[config.mk]
export PLATFORM = sky130hd
export DESIGN_NAME = vec_gain_comp
export DESIGN_NICKNAME = d
export VERILOG_FILES = /design/src/rtl/cordic_pkg.sv /design/src/rtl/vec_gain_shift_term.sv /design/src/rtl/vec_gain_comp.sv
export SDC_FILE = /design/constraint.sdc
export NUM_CORES = 1
export LEC_CHECK = 0
export ABC_CLOCK_PERIOD_IN_PS = 7350
export BUFFER_PORTS_ARGS = -buffer_cell sky130_fd_sc_hd__buf_2
export CAP_MARGIN = 5
export CORE_MARGIN = 2
export CORE_UTILIZATION = 55
export DETAILED_ROUTE_END_ITERATION = 8
export PLACE_DENSITY = 0.84
export SLEW_MARGIN = 20
export SYNTH_ARGS = -nofsm -noshare
export SYNTH_HDL_FRONTEND = slang
export SYNTH_SLANG_ARGS = --single-unit
[constraint.sdc]
create_clock -name clk -period 7.35 [get_ports clk]
set_input_delay 0.3675 -clock clk [delete_from_list [all_inputs] [get_ports clk]]
set_output_delay 0.3675 -clock clk [all_outputs]
set_load 0.01 [all_outputs]
[src/rtl/cordic_pkg.sv]
// Shared CORDIC constants: default widths, gain-compensation latency and the
// shift-add decomposition of 1/K = 2^-1 + 2^-3 - 2^-6 - 2^-9 - 2^-13 - 2^-15 - 2^-16.
package cordic_pkg;
  localparam int CORDIC_WIDTH_DEF  = 22;
  localparam int ROT_BITS_DEF      = 16;
  localparam int GAIN_COMP_LATENCY = 3;

  // Term i uses shift TERM_SHIFT[i]; TERM_NEG[i] set means the term is subtracted.
  localparam int NUM_TERMS = 7;
  localparam logic [NUM_TERMS-1:0][4:0] TERM_SHIFT =
    {5'd16, 5'd15, 5'd13, 5'd9, 5'd6, 5'd3, 5'd1};
  localparam logic [NUM_TERMS-1:0] TERM_NEG = 7'b1111100;
endpackage

[src/rtl/vec_gain_shift_term.sv]
// One coefficient term of the 1/K shift-add: x >>> SHIFT (truncate toward -inf),
// or round-half-up (x + 2^(SHIFT-1)) >>> SHIFT when VEC_GAIN_ROUND_EN is defined.
// Purely combinational; the caller provides one guard bit of headroom in W.
module vec_gain_shift_term #(
  parameter int W     = 23,
  parameter int SHIFT = 1
) (
  input  logic signed [W-1:0] x_i,
  output logic signed [W-1:0] term_o
);
`ifdef VEC_GAIN_ROUND_EN
  localparam logic [W-1:0] HALF = {{(W-1){1'b0}}, 1'b1} << (SHIFT-1);
  assign term_o = (x_i + $signed(HALF)) >>> SHIFT;
`else
  assign term_o = x_i >>> SHIFT;
`endif
endmodule

[src/rtl/vec_gain_comp.sv]
// CORDIC gain compensation: mag_out = x_in * 1/K via a 3-stage shift-add
// pipeline, with direction bits delayed alongside and a global downstream hold.
// Optional build macro: VEC_GAIN_ROUND_EN (round-half-up on every shifted term).
module vec_gain_comp
  import cordic_pkg::*;
#(
  parameter int CORDIC_WIDTH = CORDIC_WIDTH_DEF,
  parameter int ROT_BITS     = ROT_BITS_DEF
) (
  input  logic                    clk,
  input  logic                    reset,
  input  logic                    enable,
  input  logic [CORDIC_WIDTH-1:0] x_in,
  input  logic [ROT_BITS-1:0]     rot_dir_in,
  input  logic                    hold,
  output logic                    in_ready,
  output logic [CORDIC_WIDTH-1:0] mag_out,
  output logic [ROT_BITS-1:0]     rot_dir_out,
  output logic                    op_valid
);
  // One guard bit: positive coefficients sum to < 1, so nothing can overflow.
  localparam int IW = CORDIC_WIDTH + 1;

  logic signed [IW-1:0] x_ext;
  logic signed [IW-1:0] term  [NUM_TERMS];
  logic signed [IW-1:0] sterm [NUM_TERMS];

  assign x_ext    = {x_in[CORDIC_WIDTH-1], x_in};
  assign in_ready = ~hold;

  // Subtracted terms are negated here, so the N1/N2 registers carry -N1/-N2
  // and every later stage is a plain add (bit-identical to P - N1 - N2).
  for (genvar g = 0; g < NUM_TERMS; g++) begin : g_term
    vec_gain_shift_term #(.W(IW), .SHIFT(int'(TERM_SHIFT[g]))) u_term (
      .x_i    (x_ext),
      .term_o (term[g])
    );
    assign sterm[g] = TERM_NEG[g] ? -term[g] : term[g];
  end

  logic signed [IW-1:0]       p_d, n1_d, n2_d, a_d, sum_d;
  logic signed [IW-1:0]       p_q, n1_q, n2_q, a_q, b_q;
  logic [CORDIC_WIDTH-1:0]    mag_q;
  logic [ROT_BITS-1:0]        dir_s1_q, dir_s2_q, dir_q;
  logic [GAIN_COMP_LATENCY-1:0] vld_q;

  // Stage adders: stage 1 groups terms, stage 2 folds P and N1, stage 3 final sum.
  always_comb begin
    p_d   = sterm[0] + sterm[1];
    n1_d  = sterm[2] + sterm[3];
    n2_d  = sterm[4] + sterm[5] + sterm[6];
    a_d   = p_q + n1_q;
    sum_d = a_q + b_q;
  end

  // Pipeline registers; data loads on every unheld cycle, valid is a plain shift.
  always_ff @(posedge clk or posedge reset) begin
    if (reset) begin
      p_q      <= '0;
      n1_q     <= '0;
      n2_q     <= '0;
      a_q      <= '0;
      b_q      <= '0;
      mag_q    <= '0;
      dir_s1_q <= '0;
      dir_s2_q <= '0;
      dir_q    <= '0;
      vld_q    <= '0;
    end else if (!hold) begin
      p_q      <= p_d;
      n1_q     <= n1_d;
      n2_q     <= n2_d;
      dir_s1_q <= rot_dir_in;
      a_q      <= a_d;
      b_q      <= n2_q;
      dir_s2_q <= dir_s1_q;
      mag_q    <= sum_d[CORDIC_WIDTH-1:0];
      dir_q    <= dir_s2_q;
      vld_q    <= {vld_q[GAIN_COMP_LATENCY-2:0], enable};
    end
  end

  assign mag_out     = mag_q;
  assign rot_dir_out = dir_q;
  assign op_valid    = vld_q[GAIN_COMP_LATENCY-1];
endmodule

==> impl_metrics.csv <==
group,metric,value,unit
synth,synthMuxAreaShare,0.0920,
worst_hold_path,worstHoldPathType,"in -> async",
grt,grt_pass1_vias,8201,
critical_path,endpoint_kind,"flop",
sta,worst_pin_slew,1000,ps
place,dp.final_hpwl,16500,um
sta,final.min_clock_period,3300,ps
drt,first_pass_iters,5,
cts,post_cts_buffers,0,
cells_and_area,drive_gt1_frac,0.190,
synth,synth.area.top_cells,"dfrtp_1, ha_1, mux2_2, o21ai_0, nand2_1",
place,gp_congestion,0.909,
die,die_w,145,um
sta,slew_headroom,0.325,
cts,cts-hold-fix-buffers,0,
grt,grt_overflow,0,
pwr,vdd_ir_drop_max,0.000172,V
synth,synth_compound_area_frac,0.179,
synth,yosysTopAreaCell,"dfrtp_1",
sta,hold_viol_final,0,
synth,synth.distinct_cells,68,
die,core-area,19500,um^2
critical_path,worst_ep_required_time,7630,ps
cts,clkTransAtPathRegs,80,ps
synth,synth_top_area_frac,0.415,
sta,fin_skew,24.5,ps
cells_and_area,nNetsFinal,1298,
synth,avgSynthCellArea,10.2,um^2
drt,drtIter0Drc,614,
cells_and_area,final_common_cell,"dfrtp_1",
cells_and_area,multi_input_area,6080,um^2
pwr,p_total,4060,uW
run_status,status,"complete, no violations",
cts,clk_latency,450,ps
synth,yosys_most_used_dff,"dfrtp_1",
synth,synth-xor-area-share,0.0538,
critical_path,start_kind,"input port",
critical_path,worst_ep_arrival_time,3580,ps
cts,cts_tree,"built",
cells_and_area,area_growth,11.7,%
critical_path,worst-setup-path-type,"in -> reg",
die,ios,82,
synth,yosysWarnings,0,
synth,ys_seq_area_frac,0.415,
grt,grt_antenna_before_repair,0,
grt,grt_start_max_net_pins,195,
sta,timing.hold.ws,121,ps
cts,clock-sinks,181,
cells_and_area,regArea,4530,um^2
sta,fmax,303,MHz
pwr,p_leak,0.00568,uW
drt,wl_per_cell,16.5,um
critical_path,rr_startpoint,"n1_q[0]",
synth,synth-simple-area-share,0.0902,
cells_and_area,fillerInstances,1558,
critical_path,worstSetupStartpoint,"x_in[18]",
cells_and_area,diodes,0,
die,fp.dieH,145,um
place,io_buffers,80,
cts,root_buffer,"clkbuf_16",
cells_and_area,fin_area,12200,um^2
synth,syn_inst,1069,
grt,grtUsageTotal,0.237,
sta,slew_viol_final,0,
synth,syn_area,10900,um^2
sta,finalWorstSetupSlack,4050,ps
run,cap_violations,0,
sta,setup_tns,0,ps
cts,cts_resized,0,
drt,totalWireLength,23400,um
synth,ys_seq_elements,181,
die,die_area,21000,um^2
cts,cts_buffers,17,
sta,rsz0062_at_grt,"false",
synth,synth_fa_ha_area_frac,0.142,
synth,syn_nets,1229,
drt,vias,8248,
cells_and_area,layout_common_cells,"dfrtp_1, nand2_1, ha_1, o21ai_0, mux2_2",
synth,synth_edf_count,0,
grt,grt_pass1_wl,39700,um
die,start_util,0.561,
synth,synth_top_family_by_area,"compound AO/OA/AOI/OAI gates",
drt,drc,0,
drt,routed_via_density,5.82,
die,num_rows,51,
pwr,p_per_area,333,nW/um^2
sta,fin_crit_sh,0.449,
cts,cts-htree-levels,4,
place,placed_cell_area,11600,um^2
sta,setup_viol,0,
critical_path,cp_max_fo,5,
synth,async_flop_share,1.00,
place,place_ws,3700,ps
drt,antenna_left,0,
cts,clk_path_buf_depth,2,
through the flow:
step,utilization,std cells
detailed placement,0.594,1384
finish,0.626,1416
floorplan,-,1069
global route,0.626,1416
CTS,0.626,1416
global placement,0.594,1384
sequential cells by signal, summed over array words and instances, names as in the netlist:
register	flops
vld_q	3
dir_s2_q	16
rot_dir_out	16
n2_q	21
mag_out	22
a_q	22
p_q	22
dir_s1_q	16
n1_q	22
b_q	21
Yosys cell counts, types with 16 or more instances:
| cell | instances |
|---|---|
| o21bai_1 | 16 |
| xnor2_1 | 31 |
| mux2_2 | 86 |
| nand3_1 | 18 |
| dfrtp_1 | 181 |
| nand2_1 | 124 |
| a211oi_1 | 17 |
| xor2_1 | 36 |
| ha_1 | 108 |
| clkbuf_1 | 22 |
| a21oi_1 | 62 |
| a21o_1 | 30 |
| inv_1 | 46 |
| nor2_1 | 38 |
| o21ai_0 | 99 |
layer usage:
metal	part of all wire	global-route usage	vias up
met1	0.46	0.320	3981
li1	-	-	3997
met4	0.020	0.0726	0
met5	0	0	-
met3	0.047	0.0378	39
met2	0.47	0.393	231
worst paths after layout:
kind                                end  slack (ps)  cells past startpoint
max                            n2_q[12]        4050                     11
min                          mag_out[2]         120                      2
max reg2reg                     a_q[20]        4540                      9
min reg2reg                  mag_out[3]         480                      2
max in group asynchronous       p_q[17]        5750                      3
min in group clk           dir_s1_q[15]         150                      2
cells by family (layout without fill, tap and decap cells):
kind of cell,after synthesis,in the layout
simple gates,226,226
buf+inv,79,161
flops,181,181
fa+ha+maj,118,118
mux,89,89
xor+xnor,67,67
compound gates,309,309
power by group:
part	internal (uW)	switching [uW]	leakage [uW]
Combinational	747	954	0.00322
Sequential	1270	164	0.00216
Clock	469	461	0.000299
worst max-delay path, cell delays in order:
cell and delay, ps:
buf_2 120, inv_1 220, fa_1 480, ha_1 330, ha_1 310, a21o_1 190
a21oi_1 210, o21bai_1 120, a31o_2 280, o311ai_0 860, a21oi_1 90
layout make-up:
type,count,share of cell area
clock inverter,15,0.0168
timing repair buffer,83,0.0362
multi-input combinational,809,0.499
sequential,181,0.372
clock buffer,17,0.0349
inverter,46,0.0146
tap,265,0.0272
Note: power is estimated with default switching activity, not from simulation.
